--- src/rtl/mem_test_sequencer.sv ---
// rtl/mem_test_sequencer.sv - burst descriptor sequencer for one memory test run
//
// Ports:
//   clk_i, rst_i                 clock, asynchronous active-high reset
//   start_i                      single-cycle start request (honoured in IDLE only)
//   test_mode_i, addr_mode_i     test ordering and address generation mode
//   base_addr_i, rnd_seed_i      fixed/start address, LFSR seed
//   trans_cnt_i                  number of address points in the run
//   start_off_i, end_off_i,
//   words_cnt_i, data_mode_i,
//   data_ptrn_i                  per-burst fields, copied to every descriptor
//   trans_valid_o/trans_ready_i  descriptor handshake to the transaction driver
//   trans_*_o                    current descriptor
//   busy_o, done_o, cfg_err_o    run status
module mem_test_sequencer #(
    parameter int ADDR_W   = 32,
    parameter int DATA_B_W = 16,
    parameter int BURST_W  = 11,
    parameter int CNT_W    = 32,
    localparam int OFF_W   = $clog2(DATA_B_W)
) (
    input  logic                 clk_i,
    input  logic                 rst_i,
    input  logic                 start_i,
    input  logic [1:0]           test_mode_i,
    input  logic [2:0]           addr_mode_i,
    input  logic [ADDR_W-1:0]    base_addr_i,
    input  logic [31:0]          rnd_seed_i,
    input  logic [CNT_W-1:0]     trans_cnt_i,
    input  logic [OFF_W-1:0]     start_off_i,
    input  logic [OFF_W-1:0]     end_off_i,
    input  logic [BURST_W-2:0]   words_cnt_i,
    input  logic                 data_mode_i,
    input  logic [7:0]           data_ptrn_i,
    output logic                 trans_valid_o,
    input  logic                 trans_ready_i,
    output logic [ADDR_W-1:0]    trans_addr_o,
    output logic                 trans_type_o,
    output logic [OFF_W-1:0]     trans_start_off_o,
    output logic [OFF_W-1:0]     trans_end_off_o,
    output logic [BURST_W-2:0]   trans_words_o,
    output logic                 trans_data_mode_o,
    output logic [7:0]           trans_data_ptrn_o,
    output logic                 busy_o,
    output logic                 done_o,
    output logic                 cfg_err_o
);

    // Number of bit positions the walking 1/0 pattern visits.
    localparam int RUN_N = ADDR_W - OFF_W;
    localparam int POS_W = (RUN_N > 1) ? $clog2(RUN_N) : 1;

    localparam logic [1:0] TM_READ  = 2'b01;
    localparam logic [1:0] TM_WAC   = 2'b11;

    localparam logic [2:0] AM_FIX   = 3'b000;
    localparam logic [2:0] AM_RND   = 3'b001;
    localparam logic [2:0] AM_RUN_0 = 3'b010;
    localparam logic [2:0] AM_RUN_1 = 3'b011;
    localparam logic [2:0] AM_INC   = 3'b100;

    typedef enum logic [1:0] {
        S_IDLE   = 2'd0,
        S_ISSUE  = 2'd1,
        S_FINISH = 2'd2
    } state_t;

    state_t state_q, state_d;

    logic [1:0]        tm_q;
    logic [2:0]        am_q;
    logic [ADDR_W-1:0] base_q;
    logic [CNT_W-1:0]  rem_q;       // address points left, including the current one
    logic [POS_W-1:0]  pos_q;       // walking-bit position of the current point
    logic [ADDR_W-1:0] inc_q;       // incrementing address of the current point
    logic [31:0]       lfsr_q;      // LFSR value of the current point
    logic              rd_phase_q;  // read half of a write/read pair

    function automatic logic [31:0] lfsr_step(input logic [31:0] s);
        // Galois form of x^32+x^22+x^2+x+1
        return s[0] ? ((s >> 1) ^ 32'h8020_0003) : (s >> 1);
    endfunction

    function automatic logic [ADDR_W-1:0] addr_of(
        input logic [2:0]        am,
        input logic [ADDR_W-1:0] base,
        input logic [POS_W-1:0]  pos,
        input logic [ADDR_W-1:0] inc,
        input logic [31:0]       lfsr
    );
        logic [ADDR_W-1:0] a;
        logic [ADDR_W-1:0] onehot;
        onehot = ADDR_W'(1) << (OFF_W + int'(pos));
        case (am)
            AM_RND:   a = ADDR_W'(lfsr);
            AM_RUN_0: a = ~onehot;
            AM_RUN_1: a = onehot;
            AM_INC:   a = inc;
            default:  a = base;
        endcase
        a[OFF_W-1:0] = '0;
        return a;
    endfunction

    logic              start_acc;
    logic              cfg_bad;
    logic              run_empty;
    logic              hs;
    logic              last_desc;
    logic [31:0]       seed_ld;
    logic [POS_W-1:0]  pos_nx;
    logic [ADDR_W-1:0] inc_nx;
    logic [31:0]       lfsr_nx;

    assign start_acc = (state_q == S_IDLE) && start_i;
    assign cfg_bad   = (test_mode_i == 2'b00) || (addr_mode_i > AM_INC);
    assign run_empty = (trans_cnt_i == '0);
    assign hs        = trans_valid_o && trans_ready_i;
    // Last point, and for write/read pairs only once the read has gone out.
    assign last_desc = (rem_q == CNT_W'(1)) && ((tm_q != TM_WAC) || rd_phase_q);
    assign seed_ld   = (rnd_seed_i == 32'd0) ? 32'd1 : rnd_seed_i;
    assign pos_nx    = (pos_q == POS_W'(RUN_N - 1)) ? '0 : pos_q + POS_W'(1);
    assign inc_nx    = inc_q + ADDR_W'(DATA_B_W);
    assign lfsr_nx   = lfsr_step(lfsr_q);

    assign busy_o = (state_q != S_IDLE);
    assign done_o = (state_q == S_FINISH);

    always_ff @(posedge clk_i or posedge rst_i) begin
        if (rst_i) begin
            state_q <= S_IDLE;
        end else begin
            state_q <= state_d;
        end
    end

    always_comb begin
        state_d = state_q;
        case (state_q)
            S_IDLE: begin
                if (start_i) begin
                    state_d = (cfg_bad || run_empty) ? S_FINISH : S_ISSUE;
                end
            end
            S_ISSUE: begin
                if (hs && last_desc) begin
                    state_d = S_FINISH;
                end
            end
            S_FINISH: state_d = S_IDLE;
            default:  state_d = S_IDLE;
        endcase
    end

    always_ff @(posedge clk_i or posedge rst_i) begin
        if (rst_i) begin
            tm_q              <= '0;
            am_q              <= '0;
            base_q            <= '0;
            rem_q             <= '0;
            pos_q             <= '0;
            inc_q             <= '0;
            lfsr_q            <= 32'd1;
            rd_phase_q        <= 1'b0;
            cfg_err_o         <= 1'b0;
            trans_valid_o     <= 1'b0;
            trans_addr_o      <= '0;
            trans_type_o      <= 1'b0;
            trans_start_off_o <= '0;
            trans_end_off_o   <= '0;
            trans_words_o     <= '0;
            trans_data_mode_o <= 1'b0;
            trans_data_ptrn_o <= '0;
        end else if (start_acc) begin
            tm_q              <= test_mode_i;
            am_q              <= addr_mode_i;
            base_q            <= base_addr_i;
            rem_q             <= trans_cnt_i;
            pos_q             <= '0;
            inc_q             <= base_addr_i;
            lfsr_q            <= seed_ld;
            rd_phase_q        <= 1'b0;
            cfg_err_o         <= cfg_bad;
            trans_valid_o     <= !cfg_bad && !run_empty;
            trans_addr_o      <= addr_of(addr_mode_i, base_addr_i, '0, base_addr_i, seed_ld);
            trans_type_o      <= (test_mode_i != TM_READ);
            trans_start_off_o <= start_off_i;
            trans_end_off_o   <= end_off_i;
            trans_words_o     <= words_cnt_i;
            trans_data_mode_o <= data_mode_i;
            trans_data_ptrn_o <= data_ptrn_i;
        end else if (state_q == S_ISSUE && hs) begin
            if (last_desc) begin
                trans_valid_o <= 1'b0;
            end else if (tm_q == TM_WAC && !rd_phase_q) begin
                // Read back the address just written; the point does not advance.
                rd_phase_q   <= 1'b1;
                trans_type_o <= 1'b0;
            end else begin
                rd_phase_q   <= 1'b0;
                rem_q        <= rem_q - CNT_W'(1);
                pos_q        <= pos_nx;
                inc_q        <= inc_nx;
                lfsr_q       <= lfsr_nx;
                trans_addr_o <= addr_of(am_q, base_q, pos_nx, inc_nx, lfsr_nx);
                trans_type_o <= (tm_q != TM_READ);
            end
        end
    end

endmodule

--- config.mk ---
export PLATFORM = sky130hd
export DESIGN_NAME = mem_test_sequencer
export DESIGN_NICKNAME = d
export VERILOG_FILES = /design/src/rtl/mem_test_sequencer.sv
export SDC_FILE = /design/constraint.sdc
export NUM_CORES = 1
export LEC_CHECK = 0
export ABC_AREA = 1
export CAP_MARGIN = 5
export CORE_UTILIZATION = 50
export CTS_BUF_LIST = sky130_fd_sc_hd__clkbuf_2
export DETAILED_ROUTE_END_ITERATION = 10
export PLACE_DENSITY = 0.82
export REMOVE_ABC_BUFFERS = 1
export SYNTH_ARGS = -nofsm -noshare
export SYNTH_HDL_FRONTEND = slang
export SYNTH_SLANG_ARGS = --single-unit
--- constraint.sdc ---
create_clock -name clk_i -period 6 [get_ports clk_i]
set_clock_uncertainty 0.1 [all_clocks]
set_input_delay 0.6 -clock clk_i [delete_from_list [all_inputs] [get_ports clk_i]]
set_output_delay 0.6 -clock clk_i [all_outputs]
set_load 0.005 [all_outputs]
After elaboration in Yosys (flattened, before gate mapping)
Index checks and enable logic that the tools add are counted.
{"block": "word_totals", "register_bits": 203, "output_inout_bits": 64, "in_bits": 132}
{"block": "classes", "magnitude_cmp": 1, "reduce_logical": 24, "n_eq_ne": 19, "muxes": 40, "shifts": 1, "bitwise_logic": 2, "addsub": 4}
{"cell": "$mux 32", "count": 18}
{"cell": "$pmux 32 s4", "count": 1}
{"cell": "$pmux 32 s3", "count": 1}
{"cell": "$logic_not 32->1", "count": 2}
{"cell": "$add 32x5->32 const B", "count": 1}
{"cell": "$eq 32x1->1 const B", "count": 1}
{"cell": "$not 32->32", "count": 1}
{"cell": "$shl 1x6->32 const A", "count": 1}
{"cell": "$sub 32x1->32 const B", "count": 1}
{"cell": "$mux 5", "count": 5}
{"cell": "$eq 3x2->1 const B", "count": 4}
{"cell": "$mux 1", "count": 11}
{"cell": "$ne 2x2->1 const B", "count": 5}
{"cell": "$logic_and 1x1->1", "count": 7}
{"cell": "$add 3x5->6 const A", "count": 1}
{"cell": "$eq 3x1->1 const B", "count": 2}
{"cell": "$mux 2", "count": 3}
{"cell": "$reduce_and 2->1", "count": 3}
{"cell": "$reduce_bool 2->1", "count": 3}
{"cell": "$add 5x1->5 const B", "count": 1}
{"cell": "$eq 5x5->1 const B", "count": 1}
{"cell": "$eq 2x2->1 const B", "count": 2}
{"cell": "$logic_not 2->1", "count": 2}
{"cell": "$ne 2x1->1 const B", "count": 2}
{"cell": "8 further kinds", "count": 12}

Logic depth before layout (Yosys ltp)
{"block": "depth", "ltp_word": 10, "mapped_depth": 18}

Least setup slack after synthesis
Ideal clock, no wire load.
{"block": "synth_path", "path_type": "reg2reg", "startpoint": "register pos_q[0]", "endpoint": "register trans_addr_o[13]", "path_buffers": 1, "stages_incl_launch_ff": 14, "setup_slack_ns": 3.437, "arrival_time_ns": 2.339, "t_required_ns": 5.776, "synth_period_minus_slack_ns": 2.563, "path_cell_list": "dfrtp_1 -> ha_1 -> nand3_1 -> nand2_2 -> inv_1 -> ha_1 -> clkbuf_1 -> inv_1 -> nor2_1 -> nand2_1 -> nand2_1 -> nand3_1 -> o21bai_1 -> a21oi_1"}
{"block": "synth_via", "elab_chain_len": 10, "word_cells_on_any_way": 11}
{"item": "start: declaration", "line_no": "74", "rtl": "logic [POS_W-1:0] pos_q;"}
{"item": "start signal: assignment", "line_no": "202", "rtl": "pos_q <= pos_nx;"}
{"item": "$add 5x1->5 / $eq 5x5->1 (equally long branches)", "line_no": "122", "rtl": "assign pos_nx = (pos_q == POS_W'(RUN_N - 1)) ? '0 : pos_q + POS_W'(1);"}
{"item": "$mux 5 (*)", "line_no": "122"}
{"item": "$add 3x5->6 (*)", "line_no": "93", "rtl": "onehot = ADDR_W'(1) << (OFF_W + int'(pos));"}
{"item": "$shl 1x6->32 (*)", "line_no": "93"}
{"item": "$not 32->32", "line_no": "96", "rtl": "AM_RUN_0: a = ~onehot;"}
{"item": "$pmux 32 s4 (*)", "line_no": "94", "rtl": "case (am)"}
{"item": "$mux 32 (*)", "line_no": "195", "rtl": "end else if (tm_q == TM_WAC && !rd_phase_q) begin"}
{"item": "$mux 32 (*)", "line_no": "193", "rtl": "if (last_desc) begin"}
{"item": "$mux 32 (*)", "line_no": "192", "rtl": "end else if (state_q == S_ISSUE && hs) begin"}
{"item": "$mux 32 (*)", "line_no": "174", "rtl": "end else if (start_acc) begin"}
{"item": "end signal: assignment", "line_no": "185", "rtl": "trans_addr_o <= addr_of(addr_mode_i, base_addr_i, '0, base_addr_i, seed_ld);"}
{"item": "end signal: assignment", "line_no": "205", "rtl": "trans_addr_o <= addr_of(am_q, base_q, pos_nx, inc_nx, lfsr_nx);"}
{"item": "end: declaration", "line_no": "37", "rtl": "output logic [ADDR_W-1:0] trans_addr_o,"}
Mark *: on every way between the ends. The rest lies on a longest branch, timed or not. The select of a mux whose other input is x is not followed.
A chain may end at the register's enable or synchronous reset.

Worst setup path in the final report
Same ends and word-level chain as after synthesis.

==> metrics.txt <==
# TYPE chip_impl_metric gauge
chip_impl_metric{name="clkSinkCount",unit=""} 191
chip_impl_metric{name="fin_worst_hold_slack",unit="ns"} 0.120
chip_impl_metric{name="flow.area_growth_from_synthesis",unit="%"} 19.6
chip_impl_metric{name="yosysSeqAreaShare",unit=""} 0.408
chip_impl_metric{name="clk_latency",unit="ns"} 0.85
chip_impl_metric{name="min_period",unit="ns"} 3.13
chip_impl_metric{name="postSynthRegisterBits",unit=""} 191
chip_impl_metric{name="vdd_ir_drop_max",unit="mV"} 0.0964
chip_impl_metric{name="dieHeight",unit="um"} 155
chip_impl_metric{name="grt_first_pass_wirelength",unit="um"} 57700
chip_impl_metric{name="synthArstFlopShare",unit=""} 1.00
chip_impl_metric{name="postSynthCellCount",unit=""} 1709
chip_impl_info{name="worst-setup-path-type",value="flip-flop to flip-flop"} 1
chip_impl_info{name="setup.worst_path.end_class",value="flip-flop"} 1
chip_impl_metric{name="vias_in_the_first_global_route",unit=""} 11400
chip_impl_metric{name="core_region_area",unit="sq um"} 22800
chip_impl_metric{name="n_fill_cell",unit=""} 2147
chip_impl_metric{name="track_usage",unit=""} 0.304
chip_impl_info{name="synth_commonest_cells",value="sky130_fd_sc_hd__nand2_1 (471), sky130_fd_sc_hd__nor2_1 (271), sky130_fd_sc_hd__dfrtp_1 (190)"} 1
chip_impl_metric{name="wl",unit="um"} 36300
chip_impl_metric{name="worst_pin_slew",unit="ns"} 1.17
chip_impl_metric{name="largest_net_degree_at_the_start_of_global_routing",unit=""} 98
chip_impl_metric{name="timing_max_transition_violations_final",unit=""} 0
chip_impl_metric{name="tns",unit="ns"} 0
chip_impl_metric{name="cellLeakagePower",unit="uW"} 0.00666
chip_impl_metric{name="powerDensity",unit="nW/um^2"} 158
chip_impl_metric{name="switching_share",unit=""} 0.291
chip_impl_metric{name="drt_iter0_drc",unit=""} 1176
chip_impl_metric{name="route.detailed.drc",unit=""} 0
chip_impl_info{name="cts_root_buffer",value="sky130_fd_sc_hd__clkbuf_2"} 1
chip_impl_metric{name="placement_rows",unit=""} 55
chip_impl_metric{name="vias_per_cell",unit=""} 5.60
chip_impl_metric{name="yosysTopAreaCellShare",unit=""} 0.405
chip_impl_info{name="start_kind",value="flip-flop"} 1
chip_impl_metric{name="initial_core_util",unit=""} 0.513
chip_impl_metric{name="post_synthesis_cell_area",unit="sq um"} 11700
chip_impl_metric{name="resized_gates_after_cts",unit=""} 0
chip_impl_metric{name="p_sw",unit="uW"} 646
chip_impl_metric{name="finalCritPeriodShare",unit=""} 0.522
chip_impl_metric{name="antenna_found_initial",unit=""} 1
chip_impl_info{name="synth_area_leader_cell",value="sky130_fd_sc_hd__dfrtp_1"} 1
chip_impl_metric{name="ctsHtreeMaxLevel",unit=""} 4
chip_impl_metric{name="critical_path.max_stage_delay",unit="ns"} 0.53
chip_impl_metric{name="clkSlewWorstSetupHoldPaths",unit="ns"} 0.35
chip_impl_info{name="tritoncts",value="done"} 1
chip_impl_metric{name="data_arrival_time_of_the_worst_path",unit="ns"} 3.79
chip_impl_metric{name="netlist-cell-type-count",unit=""} 41
chip_impl_metric{name="power.combinational.fraction",unit=""} 0.071
chip_impl_metric{name="avgSynthCellArea",unit="sq um"} 6.86
chip_impl_metric{name="detail-route-antenna-nets",unit=""} 0
chip_impl_metric{name="gpl.final_weighted_congestion",unit=""} 0.944
chip_impl_metric{name="internal_power",unit="uW"} 1580
chip_impl_metric{name="critPathMaxFanout",unit=""} 10
chip_impl_info{name="worstPathCellList",value="ha_1 -> nand3_1 -> nand2_2 -> inv_1 -> ha_1 -> inv_1 -> nor2_1 -> nand2_1 -> nand2_1 -> nand3_1 -> o21bai_1 -> a21oi_1"} 1
chip_impl_metric{name="die_area",unit="sq um"} 24100
chip_impl_metric{name="final-setup-viol-count",unit=""} 0
chip_impl_metric{name="post_drt_wl_per_cell",unit="um"} 16.7
chip_impl_info{name="hold_class",value="input pin to flip-flop"} 1
chip_impl_metric{name="port_buffers",unit=""} 187
chip_impl_metric{name="global_route.overflow_total",unit=""} 0
chip_impl_metric{name="postCtsSetupBuffers",unit=""} 0
chip_impl_metric{name="required_time_at_the_endpoint_of_the_critical_path",unit="ns"} 6.66
chip_impl_metric{name="die_x",unit="um"} 155
chip_impl_metric{name="dp_hpwl",unit="um"} 25300
chip_impl_info{name="dominantRegCellSynth",value="sky130_fd_sc_hd__dfrtp_1"} 1
chip_impl_metric{name="achievable-frequency",unit="MHz"} 320
chip_impl_info{name="rsz0062_at_grt",value="false"} 1
chip_impl_metric{name="yosys_warnings",unit=""} 0
chip_impl_info{name="slowest_stage",value="sky130_fd_sc_hd__dfrtp_1"} 1
chip_impl_metric{name="share_clk_of_total_power",unit=""} 0.347
chip_impl_metric{name="max_cap_violations",unit=""} 0
chip_impl_info{name="cp_top_family",value="simple AND/OR/NAND/NOR gates"} 1
chip_impl_metric{name="critical_path.n_buffers_inverters",unit=""} 2
chip_impl_metric{name="vias",unit=""} 12200
chip_impl_metric{name="layout.nets",unit=""} 1987
chip_impl_metric{name="p_seq_frac",unit=""} 0.582
chip_impl_metric{name="maxSlewHeadroom",unit=""} 0.218
chip_impl_metric{name="cts_made_buffers",unit=""} 17
chip_impl_metric{name="tritonroute_pass_1_iters",unit=""} 8
chip_impl_info{name="synthMostInstantiatedCell",value="sky130_fd_sc_hd__nand2_1"} 1
chip_impl_metric{name="hold_violations",unit=""} 0
chip_impl_info{name="outcome",value="finished, final reports clean"} 1
chip_impl_metric{name="ios",unit=""} 196
chip_impl_metric{name="cts_hold_buffers",unit=""} 0
chip_impl_metric{name="synth-edff-count",unit=""} 0
chip_impl_metric{name="drive_gt1_frac",unit=""} 0.0446
chip_impl_metric{name="cts_buffer_depth",unit=""} 2
chip_impl_info{name="ys_top_cells_by_area",value="sky130_fd_sc_hd__dfrtp_1 (41%), sky130_fd_sc_hd__nand2_1 (15%), sky130_fd_sc_hd__nor2_1 (8.7%), sky130_fd_sc_hd__nand3_1 (6.4%), sky130_fd_sc_hd__o21ai_0 (4.9%)"} 1
[layout by cell type, fill, tap and decap left out, types with 10 or more instances in the layout]
| cell | synthesis | routed |
|---|---|---|
| sky130_fd_sc_hd__nand3_1 | 149 | 149 |
| sky130_fd_sc_hd__clkbuf_2 | 0 | 17 |
| sky130_fd_sc_hd__inv_1 | 139 | 137 |
| sky130_fd_sc_hd__a21oi_1 | 88 | 88 |
| sky130_fd_sc_hd__xnor2_1 | 10 | 10 |
| sky130_fd_sc_hd__buf_4 | 7 | 13 |
| sky130_fd_sc_hd__o211ai_1 | 20 | 20 |
| sky130_fd_sc_hd__nand2_1 | 471 | 469 |
| sky130_fd_sc_hd__nand4_1 | 28 | 28 |
| sky130_fd_sc_hd__o22ai_1 | 38 | 38 |
| sky130_fd_sc_hd__clkdlybuf4s50_1 | 0 | 187 |
| sky130_fd_sc_hd__xor2_1 | 17 | 17 |
| sky130_fd_sc_hd__nor2_1 | 271 | 271 |
| sky130_fd_sc_hd__o21ai_0 | 115 | 115 |
| sky130_fd_sc_hd__dfrtp_1 | 190 | 190 |
[logic make-up (layout without fill, tap and decap cells)]
| kind of cell | Yosys count | after routing | share of synthesized area |
|---|---|---|---|
| and+or+nand+nor | 953 | 953 | 0.336 |
| AOI/OAI and AO/OA | 295 | 295 | 0.144 |
| buffers and inverters | 232 | 379 | 0.0823 |
| DFF | 191 | 191 | 0.408 |
| xor gates and xnor gates | 27 | 27 | 0.0202 |
| adders and majority gates | 9 | 9 | 0.00960 |
| other | 1 | 5 | 0.000320 |
| muxes | 1 | 1 | 0.000853 |
[final timing paths]
check | startpoint | to | slack [ns] | cells past startpoint
setup / recovery | pos_q[0] | trans_addr_o[13] | 2.87 | 12
hold / removal | end_off_i[1] | trans_end_off_o[1] | 0.12 | 3
setup reg to reg | pos_q[0] | trans_addr_o[13] | 2.87 | 12
hold reg to reg | base_q[25] | base_q[25] | 0.42 | 2
max in group asynchronous | rst_i | lfsr_q[21] | 4.47 | 3
min in group asynchronous | rst_i | rem_q[23] | 0.13 | 2
[through the flow]
step / power [uW] / utilization / cells / cell area (sq um) / setup WS (ns)
floorplan: 1350 / - / 1627 / 11300 / -0.521
CTS: 2230 / 0.614 / 2172 / 14000 / 2.94
global route: 2290 / 0.614 / 2173 / 14000 / 2.57
finish: 2220 / 0.614 / 2173 / 14000 / 2.87
detailed placement: 1470 / 0.600 / 2140 / 13700 / 2.63
global placement: 1470 / 0.600 / 2140 / 13700 / 2.69
[cell type report]
class,count,area [sq um],area share
Multi-Input combinational cell,1289,6010,0.429
Sequential cell,191,4780,0.341
Timing Repair Buffer,200,1970,0.140
Inverter,147,561,0.0400
Tap cell,313,392,0.0279
Clock inverter,15,225,0.0161
Clock buffer,17,85.1,0.00607
Antenna cell,1,2.50,0.000178
[worst register-to-register path, cell delays in order, from the launching register on]
cell and delay (ns):
sky130_fd_sc_hd__dfrtp_1 0.53, sky130_fd_sc_hd__ha_1 0.25, sky130_fd_sc_hd__nand3_1 0.24, sky130_fd_sc_hd__nand2_2 0.24
sky130_fd_sc_hd__inv_1 0.09, sky130_fd_sc_hd__ha_1 0.49, sky130_fd_sc_hd__inv_1 0.17, sky130_fd_sc_hd__nor2_1 0.45
sky130_fd_sc_hd__nand2_1 0.10, sky130_fd_sc_hd__nand2_1 0.08, sky130_fd_sc_hd__nand3_1 0.08, sky130_fd_sc_hd__o21bai_1 0.19
sky130_fd_sc_hd__a21oi_1 0.07
[layer usage]
layer / track usage / vias up / part of all wire / wire length, um
li1: - / 5826 / - / -
met1: 0.409 / 5709 / 0.43 / 15700
met2: 0.501 / 564 / 0.47 / 17100
met3: 0.0432 / 69 / 0.072 / 2610
met4: 0.107 / 0 / 0.024 / 863
met5: 0 / - / 0 / 0
[power by group through the flow]
stage	clock [uW]	combinational, uW	sequential (uW)
floorplan	0	38.1	1310
global placement	0	157	1310
detailed placement	0	158	1310
CTS	775	159	1290
global route	826	171	1290
finish	771	157	1290
[flip-flops by register name, summed over array words and instances, names as in the netlist, 4 cells and up]
signal             cells
lfsr_q                32
rem_q                 32
base_q                28
inc_q                 28
trans_addr_o          28
trans_words_o         10
trans_data_ptrn_o      8
pos_q                  5
trans_end_off_o        4
trans_start_off_o      4
Power figures use the tool's default switching activity.
